### src/rtl/fft_run_sequencer.sv
// rtl/fft_run_sequencer.sv - repeated FFT self-test run sequencer
// One FSM runs NUM_RUNS fft/check cycles with pass/fail counters and a watchdog.
module fft_run_sequencer #(
  parameter int NUM_RUNS = 4,
  parameter int SETTLE   = 5,
  parameter int TIMEOUT  = 1024,
  parameter int CW       = 8
) (
  input  logic          clk,
  input  logic          rst,
  input  logic          start,
  input  logic          fft_done,
  input  logic          comp_done,
  input  logic          check_q,
  output logic          start_fft,
  output logic          start_comp,
  output logic          busy,
  output logic          done,
  output logic          timeout_err,
  output logic [CW-1:0] run_idx,
  output logic [CW-1:0] pass_count,
  output logic [CW-1:0] fail_count
);

  // Shared by the watchdog and the settle gap, so sized for the larger of the two.
  localparam int WW = $clog2(TIMEOUT + SETTLE + 1);

  typedef enum logic [3:0] {
    S_IDLE,
    S_FFT_START,
    S_FFT_WAIT,
    S_SETTLE,
    S_CHK_START,
    S_CHK_WAIT,
    S_RECORD,
    S_DONE,
    S_ERROR
  } state_t;

  state_t        state;
  state_t        state_next;
  logic [WW-1:0] wait_cnt;
  logic          fft_d;
  logic          comp_d;
  logic          verdict;

  logic fft_rise;
  logic comp_rise;
  logic last_run;
  logic wait_expired;
  logic settle_over;
  logic clr_runs;
  logic clr_wait;
  logic inc_wait;
  logic take_verdict;
  logic record;

  assign fft_rise     = fft_done & ~fft_d;
  assign comp_rise    = comp_done & ~comp_d;
  assign last_run     = (run_idx == CW'(NUM_RUNS - 1));
  assign wait_expired = (wait_cnt == WW'(TIMEOUT - 1));
  assign settle_over  = (wait_cnt == WW'(SETTLE - 1));

  always_ff @(posedge clk or posedge rst) begin
    if (rst) begin
      state <= S_IDLE;
    end else begin
      state <= state_next;
    end
  end

  always_comb begin
    state_next   = state;
    clr_runs     = 1'b0;
    clr_wait     = 1'b0;
    inc_wait     = 1'b0;
    take_verdict = 1'b0;
    record       = 1'b0;
    unique case (state)
      S_IDLE, S_DONE, S_ERROR: begin
        if (start) begin
          state_next = S_FFT_START;
          clr_runs   = 1'b1;
        end
      end
      S_FFT_START: begin
        state_next = S_FFT_WAIT;
        clr_wait   = 1'b1;
      end
      S_FFT_WAIT: begin
        if (fft_rise) begin
          state_next = (SETTLE == 0) ? S_CHK_START : S_SETTLE;
          clr_wait   = 1'b1;
        end else if (wait_expired) begin
          state_next = S_ERROR;
        end else begin
          inc_wait = 1'b1;
        end
      end
      S_SETTLE: begin
        if (settle_over) begin
          state_next = S_CHK_START;
        end else begin
          inc_wait = 1'b1;
        end
      end
      S_CHK_START: begin
        state_next = S_CHK_WAIT;
        clr_wait   = 1'b1;
      end
      S_CHK_WAIT: begin
        if (comp_rise) begin
          state_next   = S_RECORD;
          take_verdict = 1'b1;
        end else if (wait_expired) begin
          state_next = S_ERROR;
        end else begin
          inc_wait = 1'b1;
        end
      end
      S_RECORD: begin
        record     = 1'b1;
        state_next = last_run ? S_DONE : S_FFT_START;
      end
      default: state_next = S_IDLE;
    endcase
  end

  // An aborted run never reaches RECORD, so it lands in neither counter.
  always_ff @(posedge clk or posedge rst) begin
    if (rst) begin
      fft_d      <= 1'b0;
      comp_d     <= 1'b0;
      wait_cnt   <= '0;
      verdict    <= 1'b0;
      run_idx    <= '0;
      pass_count <= '0;
      fail_count <= '0;
    end else begin
      fft_d  <= fft_done;
      comp_d <= comp_done;
      if (clr_wait) begin
        wait_cnt <= '0;
      end else if (inc_wait) begin
        wait_cnt <= wait_cnt + 1'b1;
      end
      if (take_verdict) begin
        verdict <= check_q;
      end
      if (clr_runs) begin
        run_idx    <= '0;
        pass_count <= '0;
        fail_count <= '0;
      end else if (record) begin
        if (verdict) begin
          pass_count <= pass_count + 1'b1;
        end else begin
          fail_count <= fail_count + 1'b1;
        end
        if (!last_run) begin
          run_idx <= run_idx + 1'b1;
        end
      end
    end
  end

  assign start_fft   = (state == S_FFT_START);
  assign start_comp  = (state == S_CHK_START);
  assign busy        = (state != S_IDLE) && (state != S_DONE) && (state != S_ERROR);
  assign done        = (state == S_DONE) || (state == S_ERROR);
  assign timeout_err = (state == S_ERROR);

endmodule

### config.mk
export PLATFORM = sky130hd
export DESIGN_NAME = fft_run_sequencer
export DESIGN_NICKNAME = d
export VERILOG_FILES = /design/src/rtl/fft_run_sequencer.sv
export SDC_FILE = /design/constraint.sdc
export NUM_CORES = 1
export LEC_CHECK = 0
export CAP_MARGIN = 15
export CORE_MARGIN = 5
export CORE_UTILIZATION = 58
export DETAILED_ROUTE_END_ITERATION = 8
export GPL_TIMING_DRIVEN = 1
export MAX_ROUTING_LAYER = met4
export PLACE_DENSITY = 0.83
export SETUP_SLACK_MARGIN = 0.3
export SLEW_MARGIN = 5
export SYNTH_ARGS = -nofsm -noshare
export SYNTH_HDL_FRONTEND = slang
export SYNTH_SLANG_ARGS = --single-unit
### constraint.sdc
create_clock -name clk -period 5.7 [get_ports clk]
set_input_delay 1.14 -clock clk [delete_from_list [all_inputs] [get_ports clk]]
set_output_delay 1.14 -clock clk [all_outputs]
set_load 0.05 [all_outputs]
==> impl_metrics.toml, run 1 <==
[sta]
setup_ws_ns = 2.15
time_the_final_worst_path_needs_with_i_o_delays_and_setup_ns = 3.55
relSlewSlack_pct = 55.2
hold_viol = 0
setup_viol = 0
timing.setup.tns_ns = 0
rsz0062_at_grt = "no"
min_period_over_period_pct = 62.3
fin_worst_skew_ns = 0.00690
worstMarginPinSlew_ns = 0.673
slew_violations = 0
maxClockFrequency_mhz = 282

[die]
floorplan.die_area_sq_mm = 0.00530
die_w_um = 72.8
die_h_um = 72.8
rows = 22
initial_core_util_pct = 61.1
top_level_ports = 35
core_area_sq_mm = 0.00374

[clock_tree]
buffers_from_clock_root_to_sink_at_most = 2
ctsResizeCount = 0
htree_num_levels = 2
cts-hold-fix-buffers = 0
cts-buffers-inserted = 5
clock_sink_count = 42
clock_tree.root_cell = "sky130_fd_sc_hd__clkbuf_8"
clock_pin_slew_reported_for_the_worst_setup_and_hold_paths_after_clock_tree_synthesis_ns = 0.07
clock_insertion_delay_worst_skew_ns = 0.28
cts.repair_timing.setup_buffer_count = 0
clock_tree_from_tritoncts = "yes"

[routing]
drc = 0
wire_per_inst_um = 14.7
drtPass1Iterations = 4
dr_total_vias = 1831
dr.first_iter.drc_count = 158
ant_nets = 0
route.final.wire_length_um = 4680
vias_per_cell = 5.74

[synthesis]
yosysWarningCount = 0
synth-async-reset-ratio_pct = 100
synthesis.nets = 250
synth.most_common_cell = "sky130_fd_sc_hd__dfrtp_1"
ys_ff_latch = 42
netlist.area_leader.share_pct = 46.0
ys_types = 45
biggest_area_contributors_in_the_synthesized_netlist = "sky130_fd_sc_hd__dfrtp_1 (46%), sky130_fd_sc_hd__xor2_1 (4.6%), sky130_fd_sc_hd__nor2_1 (3.9%)"
synth-seq-area-share_pct = 46.0
syn-instance-count = 239
synthDominantAreaCellType = "sky130_fd_sc_hd__dfrtp_1"
yosys-top-cells-count = "sky130_fd_sc_hd__dfrtp_1 (42), sky130_fd_sc_hd__nor2_1 (24), sky130_fd_sc_hd__nand2_1 (22)"
mappedNetlistArea_sq_mm = 0.00229
postSynthAreaPerCell_sq_um = 9.56
count_of_flip_flops_with_a_built_in_enable_after_synthesis = 0
synth_top_flop_cell = "sky130_fd_sc_hd__dfrtp_1"

[grt]
grt_overflow_total = 0
largest_net_degree_at_the_start_of_global_routing = 43
grt.total_usage_pct = 19.6
grt_pass1_vias = 1741
grt_antenna_before_repair = 0
grt_first_pass_wirelength_um = 8060

[status]
run_status = "complete, no violations"

[setup_path]
crit_path_max_fanout = 12
crit_chain = "nor4b_1 > clkdlybuf4s50_1"
timing.critical_path.to_type = "output pin"
cp_data_arrival_time_ns = 2.41
criticalPathCategory = "register to output pin"
critPathSlowestCell = "sky130_fd_sc_hd__clkdlybuf4s50_1"
cp.required_ns = 4.56
critical_path.max_stage_delay_ns = 0.93
crit_path_start_kind = "register"

[power_and_ir_drop]
power.density_mw_per_mm2 = 429
leak_nw = 1.13
irDropWorstVdd_uv = 245

[finish]
fin_nets = 281
area_of_the_multi_input_gates_sq_mm = 0.00112
register_area_sq_mm = 0.00105
nFillCells = 298
flow.area_growth_from_synthesis_pct = 18.9
antenna-diode-count = 0
layout-drive-gt1-share_pct = 5.90

[placed_design]
numPortBuffers = 34
dp_slack_ns = 2.52
place.detailed.hpwl_um = 3330
globalplace.congestion = 0.965

[hold_path]
timing.hold.worst.class = "register to register"

[job]
drv_cap = 0
[worst max-delay path, delay by kind of cell, from the launching register on]
| family | cells | cell delay, ns |
|---|---|---|
| buf+inv | 1 | 0.93 |
| flops | 1 | 0.61 |
| simple gates | 1 | 0.59 |
[layout make-up]
type                       count  share of cell area [%]
multi-input combinational    175                    41.3
sequential                    42                    38.7
timing repair buffer          36                    13.1
clock buffer                   7                    3.18
tap                           48                    2.21
inverter                      10                    1.38
clock inverter                 1                   0.184
[kinds of logic (layout without fill, tap and decap cells)]
kind of cell	Yosys count	count (layout)	share of synthesized area, %
buffers and inverters	22	54	4.93
XOR/XNOR	19	19	7.28
flip-flops	42	42	46.0
AND/OR/NAND/NOR	105	105	25.7
AO/OA/AOI/OAI	44	44	12.5
multiplexers	2	2	0.876
adder cells (fa/ha/maj)	5	5	2.74
[per-layer routing]
metal	GRT usage [%]	share of wire [%]	vias to the layer above
met2	31.5	49	40
met5	-	0	-
met4	3.69	0.36	0
li1	-	-	908
met3	4.41	3.7	2
met1	25.9	47	881
[state kept, by name, summed over array words and instances (netlist names)]
signal and count:
comp_d 1, fail_count 8, fft_d 1, pass_count 8
run_idx 8, state 4, verdict 1, wait_cnt 11
[where the power goes]
part | total [mW] | leakage [nW] | switching, mW | internal (mW)
sequential | 0.436 | 0.566 | 0.0852 | 0.351
clock | 0.191 | 0.0482 | 0.0937 | 0.0977
combinational | 0.540 | 0.513 | 0.350 | 0.189
[worst paths after layout]
kind / from / to / slack [ns] / cells past startpoint
min in group asynchronous: rst / run_idx[0] / 1.28 / 3
max reg2reg: wait_cnt[1] / wait_cnt[7] / 3.30 / 6
min reg2reg: wait_cnt[6] / wait_cnt[6] / 0.53 / 1
min: wait_cnt[6] / wait_cnt[6] / 0.53 / 1
max in group asynchronous: rst / fail_count[7] / 4.06 / 3
max: state[2] / start_comp / 2.15 / 2
[per-stage QoR]
stage,hold slack (ns),utilization [%],std cells,cell area [sq um],power [mW]
global route,0.590,72.6,319,2720,1.24
global placement,0.518,70.2,311,2630,0.963
finish,0.532,72.6,319,2720,1.17
floorplan,0.486,-,239,2290,0.854
CTS,0.536,72.6,319,2720,1.17
detailed placement,0.515,70.2,311,2630,0.977
[placed cells by master, fill, tap and decap left out, types with 5 or more instances in the layout]
master / count
sky130_fd_sc_hd__nor2b_1: 5
sky130_fd_sc_hd__a21oi_1: 17
sky130_fd_sc_hd__dfrtp_1: 42
sky130_fd_sc_hd__o31ai_1: 6
sky130_fd_sc_hd__nand2_1: 22
sky130_fd_sc_hd__nor3_1: 5
sky130_fd_sc_hd__clkbuf_8: 6
sky130_fd_sc_hd__xor2_1: 12
sky130_fd_sc_hd__inv_1: 10
sky130_fd_sc_hd__xnor2_1: 7
sky130_fd_sc_hd__ha_1: 5
sky130_fd_sc_hd__nand3_1: 11
sky130_fd_sc_hd__nor2_1: 24
sky130_fd_sc_hd__clkdlybuf4s50_1: 34
sky130_fd_sc_hd__o21ai_0: 7
Power figures use the tool's default switching activity.
==> run 2, diff against run 1 <==
--- a/config.mk
+++ b/config.mk
@@ -7,11 +7,11 @@
 export LEC_CHECK = 0
 export CAP_MARGIN = 15
 export CORE_MARGIN = 5
-export CORE_UTILIZATION = 58
+export CORE_UTILIZATION = 54
 export DETAILED_ROUTE_END_ITERATION = 8
 export GPL_TIMING_DRIVEN = 1
 export MAX_ROUTING_LAYER = met4
-export PLACE_DENSITY = 0.83
+export PLACE_DENSITY = 0.78
 export SETUP_SLACK_MARGIN = 0.3
 export SLEW_MARGIN = 5
 export SYNTH_ARGS = -nofsm -noshare
==> constraint.sdc (replaced) <==
create_clock -name clk -period 3.7 [get_ports clk]
set_input_delay 0.74 -clock clk [delete_from_list [all_inputs] [get_ports clk]]
set_output_delay 0.74 -clock clk [all_outputs]
set_load 0.05 [all_outputs]
==> impl_metrics.toml, run 2 (synthesis gave the netlist of run 1 again) <==
[finish]
final_util_pct = 67.0
flow.area_growth_from_synthesis_pct = 19.0
largest_register_ffs = 11
final_common_cell = "sky130_fd_sc_hd__dfrtp_1"
register_area_sq_mm = 0.00105
finalInstanceArea_sq_mm = 0.00272
largest_register = "wait_cnt"
instances_no_fill = 321
mostFrequentLayoutCells = "sky130_fd_sc_hd__dfrtp_1 (42), sky130_fd_sc_hd__clkdlybuf4s50_1 (34), sky130_fd_sc_hd__nor2_1 (24)"
fin_nets = 281
nFillCells = 343
layout-drive-gt1-share_pct = 5.90
area_of_the_multi_input_gates_sq_mm = 0.00112
antenna-diode-count = 0

[routing]
vias_per_cell = 5.79
wire_per_inst_um = 14.6
drtPass1Iterations = 4
dr.first_iter.drc_count = 94
drc = 0
ant_nets = 0
dr_total_vias = 1859
route.final.wire_length_um = 4700

[grt]
largest_net_degree_at_the_start_of_global_routing = 25
grt_antenna_before_repair = 0
grt_overflow_total = 0
grt_pass1_vias = 1687
grt_first_pass_wirelength_um = 7830
grt.total_usage_pct = 18.9

[power_and_ir_drop]
power.density_mw_per_mm2 = 662
power.switching_fraction_pct = 45.4
netSwitchingPower_uw = 817
tot_pwr_mw = 1.80
p_clk_share_pct = 16.7
power_report.internal_total_uw = 982
p_seq_share_pct = 37.1
leak_nw = 1.13
combinationalPowerShare_pct = 46.2
irDropWorstVdd_uv = 409

[clock_tree]
buffers_from_clock_root_to_sink_at_most = 2
ctsResizeCount = 0
cts-hold-fix-buffers = 0
clock_tree_from_tritoncts = "yes"
cts.repair_timing.setup_buffer_count = 0
clock_insertion_delay_worst_skew_ns = 0.29
clock_sink_count = 42
clock_pin_slew_reported_for_the_worst_setup_and_hold_paths_after_clock_tree_synthesis_ns = 0.07
cts-buffers-inserted = 5
clock_tree.root_cell = "sky130_fd_sc_hd__clkbuf_8"
htree_num_levels = 2

[die]
die_h_um = 75.1
initial_core_util_pct = 56.3
top_level_ports = 35
rows = 23
core_area_sq_mm = 0.00406
die_w_um = 75.1
floorplan.die_area_sq_mm = 0.00563

[placed_design]
dp_slack_ns = 0.977
numPortBuffers = 34
place_inst = 313
globalplace.congestion = 0.821
place.detailed.hpwl_um = 3440
post_dp_cell_area_sq_mm = 0.00263

[sta]
slew_violations = 0
setup_viol = 0
hold_viol = 0
maxClockFrequency_mhz = 324
time_the_final_worst_path_needs_with_i_o_delays_and_setup_ns = 3.09
min_period_over_period_pct = 83.4
timing.setup.tns_ns = 0
relSlewSlack_pct = 51.1
setup_ws_ns = 0.614
rsz0062_at_grt = "no"
fin_worst_skew_ns = 0.00613
worstMarginPinSlew_ns = 0.733
whs_ns = 0.529

[job]
drv_cap = 0

[hold_path]
timing.hold.worst.class = "register to register"

[setup_path]
crit_path_max_fanout = 12
timing.critical_path.to_type = "output pin"
cp_data_arrival_time_ns = 2.35
cp.required_ns = 2.96
criticalPathCategory = "register to output pin"
crit_path_start_kind = "register"

[status]
run_status = "complete, no violations"
## run 2: layout make-up
type,count,share of cell area [%]
clock inverters,1,0.184
flip-flops and latches,42,38.6
well taps,50,2.30
multi-input cells,175,41.3
clock buffers,7,3.17
repair buffers,36,13.1
inverters,10,1.38
## run 2: routing by layer
layer	global-route usage, %	up-vias	wire length (um)
met2	28.3	35	2260
met3	4.54	7	191
met4	5.73	0	53
li1	-	908	-
met1	25.3	909	2190
met5	-	-	0
## run 2: worst paths after layout
| kind | slack, ns | depth (start not counted) | startpoint | endpoint |
|---|---|---|---|---|
| max in group asynchronous | 2.04 | 3 | rst | comp_d |
| worst max-delay path | 0.61 | 2 | state[0] | start_comp |
| worst min register to register | 0.53 | 1 | wait_cnt[6] | wait_cnt[6] |
| min in group asynchronous | 0.87 | 2 | rst | fail_count[1] |
| worst min-delay path | 0.53 | 1 | wait_cnt[6] | wait_cnt[6] |
| worst max register to register | 1.31 | 6 | wait_cnt[1] | wait_cnt[7] |
## run 2: critical path, stage by stage, from the launching register on
cell and delay [ns]:
sky130_fd_sc_hd__dfrtp_1 0.51, sky130_fd_sc_hd__nor4b_1 0.61, sky130_fd_sc_hd__clkdlybuf4s50_1 0.92
## run 2: power by group through the flow
stage,Clock [mW],Sequential [mW],Combinational [mW]
3_5_place_dp,0,0.675,0.829
3_3_place_gp,0,0.670,0.819
5_1_grt,0.325,0.685,0.902
6_report,0.300,0.668,0.832
4_1_cts,0.309,0.667,0.834
2_1_floorplan,0,0.745,0.571
==> run 3, diff against run 2 <==
--- a/config.mk
+++ b/config.mk
@@ -7,11 +7,11 @@
 export LEC_CHECK = 0
 export CAP_MARGIN = 15
 export CORE_MARGIN = 5
-export CORE_UTILIZATION = 54
+export CORE_UTILIZATION = 48
 export DETAILED_ROUTE_END_ITERATION = 8
 export GPL_TIMING_DRIVEN = 1
 export MAX_ROUTING_LAYER = met4
-export PLACE_DENSITY = 0.78
+export PLACE_DENSITY = 0.73
 export SETUP_SLACK_MARGIN = 0.3
 export SLEW_MARGIN = 5
 export SYNTH_ARGS = -nofsm -noshare
==> constraint.sdc (replaced) <==
create_clock -name clk -period 2.8 [get_ports clk]
set_input_delay 0.56 -clock clk [delete_from_list [all_inputs] [get_ports clk]]
set_output_delay 0.56 -clock clk [all_outputs]
set_load 0.05 [all_outputs]
==> impl_metrics.toml, run 3 (synthesis gave the netlist of run 1 again) <==
[sta]
relSlewSlack_pct = 57.8
hold_viol = 0
min_period_over_period_pct = 84.3
rsz0062_at_grt = "no"
setup_viol = 0
timing.setup.tns_ns = 0
time_the_final_worst_path_needs_with_i_o_delays_and_setup_ns = 2.36
slew_violations = 0
whs_ns = 0.542
setup_ws_ns = 0.440
fin_worst_skew_ns = 0.00467
maxClockFrequency_mhz = 424
worstMarginPinSlew_ns = 0.633

[finish]
layout-drive-gt1-share_pct = 8.46
instances_no_fill = 326
nFillCells = 405
finalInstanceArea_sq_mm = 0.00275
largest_register = "wait_cnt"
largest_register_ffs = 11
fin_nets = 282
mostFrequentLayoutCells = "sky130_fd_sc_hd__dfrtp_1 (42), sky130_fd_sc_hd__clkdlybuf4s50_1 (29), sky130_fd_sc_hd__nor2_1 (24)"
final_common_cell = "sky130_fd_sc_hd__dfrtp_1"
flow.area_growth_from_synthesis_pct = 20.1
final_util_pct = 58.9
antenna-diode-count = 0

[placed_design]
place_inst = 318
dp_slack_ns = 0.322
place.detailed.hpwl_um = 3410
numPortBuffers = 34
post_dp_cell_area_sq_mm = 0.00265
globalplace.congestion = 0.850

[power_and_ir_drop]
tot_pwr_mw = 2.45
power.density_mw_per_mm2 = 893
irDropWorstVdd_uv = 403
combinationalPowerShare_pct = 44.1
power.switching_fraction_pct = 44.9
leak_nw = 1.15
power_report.internal_total_mw = 1.35
p_clk_share_pct = 19.6
netSwitchingPower_mw = 1.10
p_seq_share_pct = 36.3

[clock_tree]
cts-buffers-inserted = 5
clock_pin_slew_reported_for_the_worst_setup_and_hold_paths_after_clock_tree_synthesis_ns = 0.08
clock_tree_from_tritoncts = "yes"
buffers_from_clock_root_to_sink_at_most = 2
htree_num_levels = 2
clock_insertion_delay_worst_skew_ns = 0.29
clock_sink_count = 42
cts-hold-fix-buffers = 0
clock_tree.root_cell = "sky130_fd_sc_hd__clkbuf_8"

[die]
die_w_um = 79.0
die_h_um = 79.0
core_area_sq_mm = 0.00466
floorplan.die_area_sq_mm = 0.00624
rows = 25
top_level_ports = 35
initial_core_util_pct = 49.0

[setup_path]
criticalPathCategory = "register to output pin"
critPathSlowestCell = "sky130_fd_sc_hd__dlygate4sd2_1"
timing.critical_path.to_type = "output pin"
critical_path.top_delay_family = "buffers and inverters"
cp_data_arrival_time_ns = 1.80
crit_path_start_kind = "register"
crit_chain = "nor4b_2 > dlygate4sd2_1"
critical_path.n_buffers_inverters = 1
critical_path.max_stage_delay_ns = 0.58
crit_path_max_fanout = 12
cp.required_ns = 2.24

[routing]
wirelength_met1_um = 2140
route.final.wire_length_um = 4830
dr.first_iter.drc_count = 126
wire_per_inst_um = 14.8
detailroute.wirelength.met2_um = 2460
drc = 0
dr_total_vias = 1873
ant_nets = 0
detailroute.wirelength.met3_um = 183
vias_per_cell = 5.75
topmost_layer_with_routed_signal_wires = "met4"
drtPass1Iterations = 4

[grt]
grt_pass1_vias = 1824
grt.total_usage_pct = 17.8
largest_net_degree_at_the_start_of_global_routing = 43
grt_overflow_total = 0
grt_antenna_before_repair = 0
grt_first_pass_wirelength_um = 8560

[job]
drv_cap = 0

[hold_path]
timing.hold.worst.class = "register to register"

[status]
run_status = "complete, no violations"
run 3: changes by cell type in the layout (fill, tap and decap cells not counted), sizes merged:
cell / change
clkdlybuf4s50: -5
dlygate4sd2: +1
bufinv: +1
clkbuf: +2
clkinv: -1
buf: +2
clkinvlp: +1
run 3: worst reg2reg max path, stage by stage, from the launching register on:
cell	delay [ns]
sky130_fd_sc_hd__dfrtp_1	0.53
sky130_fd_sc_hd__and4bb_2	0.46
sky130_fd_sc_hd__a22oi_2	0.09
sky130_fd_sc_hd__o21a_1	0.41
sky130_fd_sc_hd__or4_1	0.56
sky130_fd_sc_hd__a21oi_1	0.16
run 3: final timing paths:
path | slack [ns] | depth (start not counted) | end | from
max | 0.44 | 2 | start_fft | state[2]
min | 0.54 | 1 | wait_cnt[6] | wait_cnt[6]
max reg2reg | 0.53 | 5 | wait_cnt[9] | state[3]
min reg2reg | 0.54 | 1 | wait_cnt[6] | wait_cnt[6]
max in group asynchronous | 1.74 | 3 | state[3] | rst
min in group asynchronous | 0.69 | 3 | run_idx[1] | rst
run 3: layout make-up:
type / instances / area, sq um / area share (%)
multi-input cells: 175 / 1130 / 41.3
well taps: 54 / 67.6 / 2.46
clock inverters: 2 / 37.5 / 1.37
inverters: 10 / 37.5 / 1.37
flip-flops and latches: 42 / 1050 / 38.3
clock buffers: 6 / 72.6 / 2.64
repair buffers: 37 / 344 / 12.5
run 3: timing repair:
| action | CTS | global route |
|---|---|---|
| resized for setup | 4 | 8 |
| cloned | 0 | 0 |
| endpoints found under the setup margin | 4 | 3 |
| buffers inserted | 0 | 0 |
run 3: power groups by stage:
stage               Sequential [mW]  Clock, mW  Combinational, mW
floorplan                     0.985          0              0.765
global placement              0.890          0               1.09
detailed placement            0.900          0               1.11
CTS                           0.888      0.493               1.10
global route                  0.915      0.525               1.19
finish                        0.889      0.481               1.08
run 3: routing by layer:
layer,vias to the layer above,global-route usage (%)
met5,-,-
met4,0,4.98
met3,6,4.42
met2,28,30.1
met1,917,21.0
li1,922,-
